File: src/rtl/rst_sequencer.sv
// Releases per-domain active-low resets in index order after system reset or a
// soft-reset request, with a programmable gap between consecutive releases.
module rst_sequencer #(
  parameter int NUM_DOMAINS = 3,
  parameter int CNT_WIDTH   = 8,
  parameter int HOLD_CYCLES = 4
) (
  input  logic                   clk,
  input  logic                   RST,
  input  logic                   SW_RST_REQ,
  input  logic [CNT_WIDTH-1:0]   GAP_CFG,
  output logic [NUM_DOMAINS-1:0] SEQ_RST_N,
  output logic                   SW_RST_ACK,
  output logic                   SEQ_DONE,
  output logic [1:0]             SEQ_STATE
);

  localparam int HOLD_W = (HOLD_CYCLES > 1) ? $clog2(HOLD_CYCLES) : 1;
  localparam int IDX_W  = $clog2(NUM_DOMAINS + 1);

  typedef enum logic [1:0] {
    HOLD    = 2'd0,
    RELEASE = 2'd1,
    RUN     = 2'd2
  } state_t;

  state_t                 state, state_nxt;
  logic [HOLD_W-1:0]      hold_cnt, hold_cnt_nxt;
  logic [CNT_WIDTH-1:0]   gap_cnt, gap_cnt_nxt;
  logic [CNT_WIDTH-1:0]   gap_q, gap_q_nxt;
  logic [IDX_W-1:0]       idx, idx_nxt;
  logic [NUM_DOMAINS-1:0] seq_rst_n_nxt;
  logic                   req_d;
  logic                   ack_nxt;
  logic                   done_nxt;
  logic                   req_rise;

  assign req_rise = SW_RST_REQ & ~req_d;

  // A soft request pre-empts any release scheduled on the same edge.
  always_comb begin
    state_nxt     = state;
    hold_cnt_nxt  = hold_cnt;
    gap_cnt_nxt   = gap_cnt;
    gap_q_nxt     = gap_q;
    idx_nxt       = idx;
    seq_rst_n_nxt = SEQ_RST_N;
    ack_nxt       = 1'b0;
    done_nxt      = (state == RUN);
    if (req_rise) begin
      state_nxt     = HOLD;
      hold_cnt_nxt  = '0;
      gap_cnt_nxt   = '0;
      idx_nxt       = '0;
      seq_rst_n_nxt = '0;
      ack_nxt       = 1'b1;
      done_nxt      = 1'b0;
    end else begin
      unique case (state)
        HOLD: begin
          if (hold_cnt == HOLD_W'(HOLD_CYCLES - 1)) begin
            seq_rst_n_nxt[0] = 1'b1;
            gap_q_nxt        = GAP_CFG;
            gap_cnt_nxt      = '0;
            idx_nxt          = IDX_W'(1);
            hold_cnt_nxt     = '0;
            state_nxt        = (NUM_DOMAINS == 1) ? RUN : RELEASE;
          end else begin
            hold_cnt_nxt = hold_cnt + 1'b1;
          end
        end
        RELEASE: begin
          if (gap_cnt == gap_q) begin
            seq_rst_n_nxt[idx] = 1'b1;
            gap_cnt_nxt        = '0;
            idx_nxt            = idx + 1'b1;
            if (idx == IDX_W'(NUM_DOMAINS - 1)) state_nxt = RUN;
          end else begin
            gap_cnt_nxt = gap_cnt + 1'b1;
          end
        end
        RUN: seq_rst_n_nxt = '1;
        default: state_nxt = HOLD;
      endcase
    end
  end

  always_ff @(posedge clk or negedge RST) begin
    if (!RST) begin
      state      <= HOLD;
      hold_cnt   <= '0;
      gap_cnt    <= '0;
      idx        <= '0;
      req_d      <= 1'b0;
      SEQ_RST_N  <= '0;
      SW_RST_ACK <= 1'b0;
      SEQ_DONE   <= 1'b0;
    end else begin
      state      <= state_nxt;
      hold_cnt   <= hold_cnt_nxt;
      gap_cnt    <= gap_cnt_nxt;
      idx        <= idx_nxt;
      req_d      <= SW_RST_REQ;
      SEQ_RST_N  <= seq_rst_n_nxt;
      SW_RST_ACK <= ack_nxt;
      SEQ_DONE   <= done_nxt;
    end
  end

  // Gap value is only consumed after it is written on leaving HOLD.
  always_ff @(posedge clk) begin
    gap_q <= gap_q_nxt;
  end

  assign SEQ_STATE = state;

endmodule
File: config.mk
export PLATFORM = sky130hd
export DESIGN_NAME = rst_sequencer
export DESIGN_NICKNAME = d
export VERILOG_FILES = /design/src/rtl/rst_sequencer.sv
export SDC_FILE = /design/constraint.sdc
export NUM_CORES = 1
export LEC_CHECK = 0
export CAP_MARGIN = 20
export CELL_PAD_IN_SITES_DETAIL_PLACEMENT = 1
export CELL_PAD_IN_SITES_GLOBAL_PLACEMENT = 1
export CORE_ASPECT_RATIO = 1.75
export CORE_UTILIZATION = 46
export DETAILED_ROUTE_END_ITERATION = 16
export GPL_TIMING_DRIVEN = 0
export HOLD_SLACK_MARGIN = 0.1
export PLACE_DENSITY = 0.9
export SYNTH_ARGS = -nofsm -noshare
export SYNTH_HDL_FRONTEND = slang
export SYNTH_SLANG_ARGS = --single-unit
File: constraint.sdc
create_clock -name clk -period 3 [get_ports clk]
set_clock_uncertainty 0.15 [all_clocks]
set_input_delay 0.3 -clock clk [delete_from_list [all_inputs] [get_ports clk]]
set_output_delay 0.3 -clock clk [all_outputs]
set_load 0.03 [all_outputs]
==> metrics.cfg <==
[setup_path]
arrival_ps = 1960
start_kind = input port
worstSetupPathType = in2reg
cp.required_ps = 2800
path_max_fanout = 10
endpoint_kind = flop

[timing]
achievable_freq_mhz = 464
finalHoldViolations = 0
transition_time_at_the_pin_with_the_least_slew_margin_ps = 925
finalCritPeriodShare_pct = 71.9
setup_violations = 0
maxSlewHeadroom_pct = 38.1
timing_max_transition_violations_final = 0
finalCriticalPeriod_ps = 2160
whs_ps = 340
finalSetupTns_ps = 0
rsz0062_at_grt = no

[place]
placed_area_sq_um = 1590
port_buffers = 17
routabilityCongestion = 0.845
hpwlAfterDp_um = 2500
place_inst = 170

[global_routing]
grt_pass1_wl_um = 5260
globalRoute.totalOverflow = 0
vias_in_the_first_global_route = 1167
antenna_found_initial = 0
grt_usage_pct = 22.5
grt_start_max_net_pins = 21

[final_layout]
antenna_cells = 0
layoutNonFillerInstCount = 174
finish.instance_area_sq_um = 1670
drive_above_1_share_pct = 6.85
design.final.nets = 163
flow.area_growth_from_synthesis_pct = 19.9

[floorplan]
start_util_pct = 48.0
die_area_sq_um = 3250
design.portCount = 18
die_height_um = 74.7
rows = 26
coreArea_sq_um = 2900
floorplan.die.width_um = 43.5

[clocking]
clock_tree.htree_level_count = 1
cts_tree = built
cts_setup_buffers = 0
cts_root_buf = sky130_fd_sc_hd__clkbuf_8
worst_skew_pair.late_latency_ps = 270
clock_transition_at_the_register_clock_pins_on_the_worst_setup_and_hold_paths_after_cts_ps = 90
cts-hold-fix-buffers = 0
cts.repair.resized = 0
clkSinkCount = 28
cts_made_buffers = 3
longest_clk_path_bufs = 2

[logic_synthesis]
post_synth_edffs = 8
synth.cell_area_sq_um = 1390
synth_sequential_area_ratio_pct = 53.3
yosys.area.top_type = sky130_fd_sc_hd__dfrtp_1
synth_top_flop_cell = sky130_fd_sc_hd__dfrtp_1
synth_largest_type_area_fraction_pct = 36.0
postSynth.asyncResetShare_pct = 71.4
netlist_top_cells_area = sky130_fd_sc_hd__dfrtp_1, sky130_fd_sc_hd__edfxtp_1, sky130_fd_sc_hd__xor2_1, sky130_fd_sc_hd__ha_1, sky130_fd_sc_hd__a21oi_1
synth.net_count = 141
synth_common_cells = sky130_fd_sc_hd__dfrtp_1, sky130_fd_sc_hd__a21oi_1, sky130_fd_sc_hd__nand2_1
synth.distinct_cells = 34
syn_avg_cell_area_sq_um = 11.1
postSynthCellCount = 125
ys_ff_latch = 28
synth_most_common_cell = sky130_fd_sc_hd__dfrtp_1
synth-warning-count = 0

[power_and_ir_drop]
max-vdd-ir-drop_mv = 0.409
power-per-cell-area_nw_per_um2 = 736
power_w = 0.00123
static-leakage-power_nw = 0.711

[route]
drc = 5
vias_per_cell = 6.07
avgRoutedWirePerCell_um = 18.5
route.vias.total = 1057
route.final.wire_length_um = 3220
first_pass_iters = 10
detail-route-antenna-nets = 0
drtIter0Drc = 26

[hold_path]
hold_class = reg2reg

[outcome]
status = finished, violations left
failing_checks = design-rule violations

[job]
drv.max_cap_violation_count = 0

==> stage by stage <==
step	util, %	setup WS, ps
floorplan	-	1200
global placement	55.1	606
detailed placement	55.1	549
CTS	57.5	843
global route	57.5	727
finish	57.5	844
==> metal layers <==
layer	wire length [um]	GRT usage (%)	up-vias
met4	68	10.8	0
met1	1100	21.5	532
met3	77	2.64	6
met5	0	0	-
li1	-	-	496
met2	1970	45.6	23
==> worst paths after layout <==
path	startpoint	end	slack, ps	cells past startpoint
worst max-delay path	SW_RST_REQ	gap_q[5]	840	5
worst min-delay path	SEQ_RST_N[0]	SEQ_RST_N[0]	340	2
worst max register to register	req_d	gap_q[5]	950	4
worst min register to register	SEQ_RST_N[0]	SEQ_RST_N[0]	340	2
max in group asynchronous	RST	gap_cnt[3]	1750	1
min in group asynchronous	RST	gap_cnt[7]	380	1
==> cells in the final DEF, fill, tap and decap left out <==
master and n:
sky130_fd_sc_hd__a2bb2oi_1 1, sky130_fd_sc_hd__o21ai_2 1, sky130_fd_sc_hd__clkdlybuf4s50_1 17, sky130_fd_sc_hd__nand2b_1 1, sky130_fd_sc_hd__bufinv_16 1, sky130_fd_sc_hd__a21o_1 1, sky130_fd_sc_hd__clkbuf_1 3, sky130_fd_sc_hd__nor2b_1 3
sky130_fd_sc_hd__buf_2 1, sky130_fd_sc_hd__o32a_1 1, sky130_fd_sc_hd__nand2_1 12, sky130_fd_sc_hd__edfxtp_1 8, sky130_fd_sc_hd__inv_1 5, sky130_fd_sc_hd__and2_1 1, sky130_fd_sc_hd__or4_4 2, sky130_fd_sc_hd__and3_1 3
sky130_fd_sc_hd__a211oi_1 2, sky130_fd_sc_hd__xor2_1 8, sky130_fd_sc_hd__a221o_1 1, sky130_fd_sc_hd__nand3_1 4, sky130_fd_sc_hd__o21bai_1 1, sky130_fd_sc_hd__xnor2_1 3, sky130_fd_sc_hd__o31ai_1 2, sky130_fd_sc_hd__mux2i_1 2
sky130_fd_sc_hd__a22o_1 1, sky130_fd_sc_hd__clkbuf_8 3, sky130_fd_sc_hd__a311oi_1 1, sky130_fd_sc_hd__nand4b_1 1, sky130_fd_sc_hd__ha_1 5, sky130_fd_sc_hd__nor4_4 2, sky130_fd_sc_hd__o21ai_0 7, sky130_fd_sc_hd__a21oi_1 12
sky130_fd_sc_hd__nor3_1 1, sky130_fd_sc_hd__nand4_1 3, sky130_fd_sc_hd__nand3b_1 1, sky130_fd_sc_hd__dfrtp_1 20, sky130_fd_sc_hd__nor2_1 5
==> kinds of logic after synthesis <==
kind of cell    count (synthesis)  share of synthesized area, %
flops                          28                          53.3
mux                             2                          1.44
simple gates                   39                          17.2
fa+ha+maj                       5                          4.50
compound gates                 31                          14.1
buf+inv                         9                          2.52
xor+xnor                       11                          6.94
==> cell type report <==
class / count / area, sq um
Buffer: 4 / 16.3
Timing Repair Buffer: 17 / 170
Clock inverter: 1 / 30.0
Tap cell: 28 / 35.0
Fill cell: 295 / 1230
Inverter: 5 / 18.8
Sequential cell: 28 / 741
Clock buffer: 3 / 41.3
Multi-Input combinational cell: 88 / 613
==> report_power, final <==
part           switching [W]  internal, W  total (W)
registers          0.0000582     0.000459   0.000517
logic               0.000259     0.000153   0.000412
clock network       0.000118     0.000179   0.000297
==> sequential cells by signal, summed over array words and instances, names as in the netlist <==
| name | count |
|---|---|
| gap_q | 8 |
| SW_RST_ACK | 1 |
| SEQ_RST_N | 3 |
| hold_cnt | 2 |
| gap_cnt | 8 |
| req_d | 1 |
| idx | 2 |
| SEQ_DONE | 1 |
| SEQ_STATE | 2 |
==> worst max-delay path: stages <==
cell and delay (ps):
sky130_fd_sc_hd__clkdlybuf4s50_1 420, sky130_fd_sc_hd__nand2b_1 80, sky130_fd_sc_hd__clkbuf_1 280, sky130_fd_sc_hd__clkbuf_1 420, sky130_fd_sc_hd__and3_1 450
(Power assumes the default switching activity.)
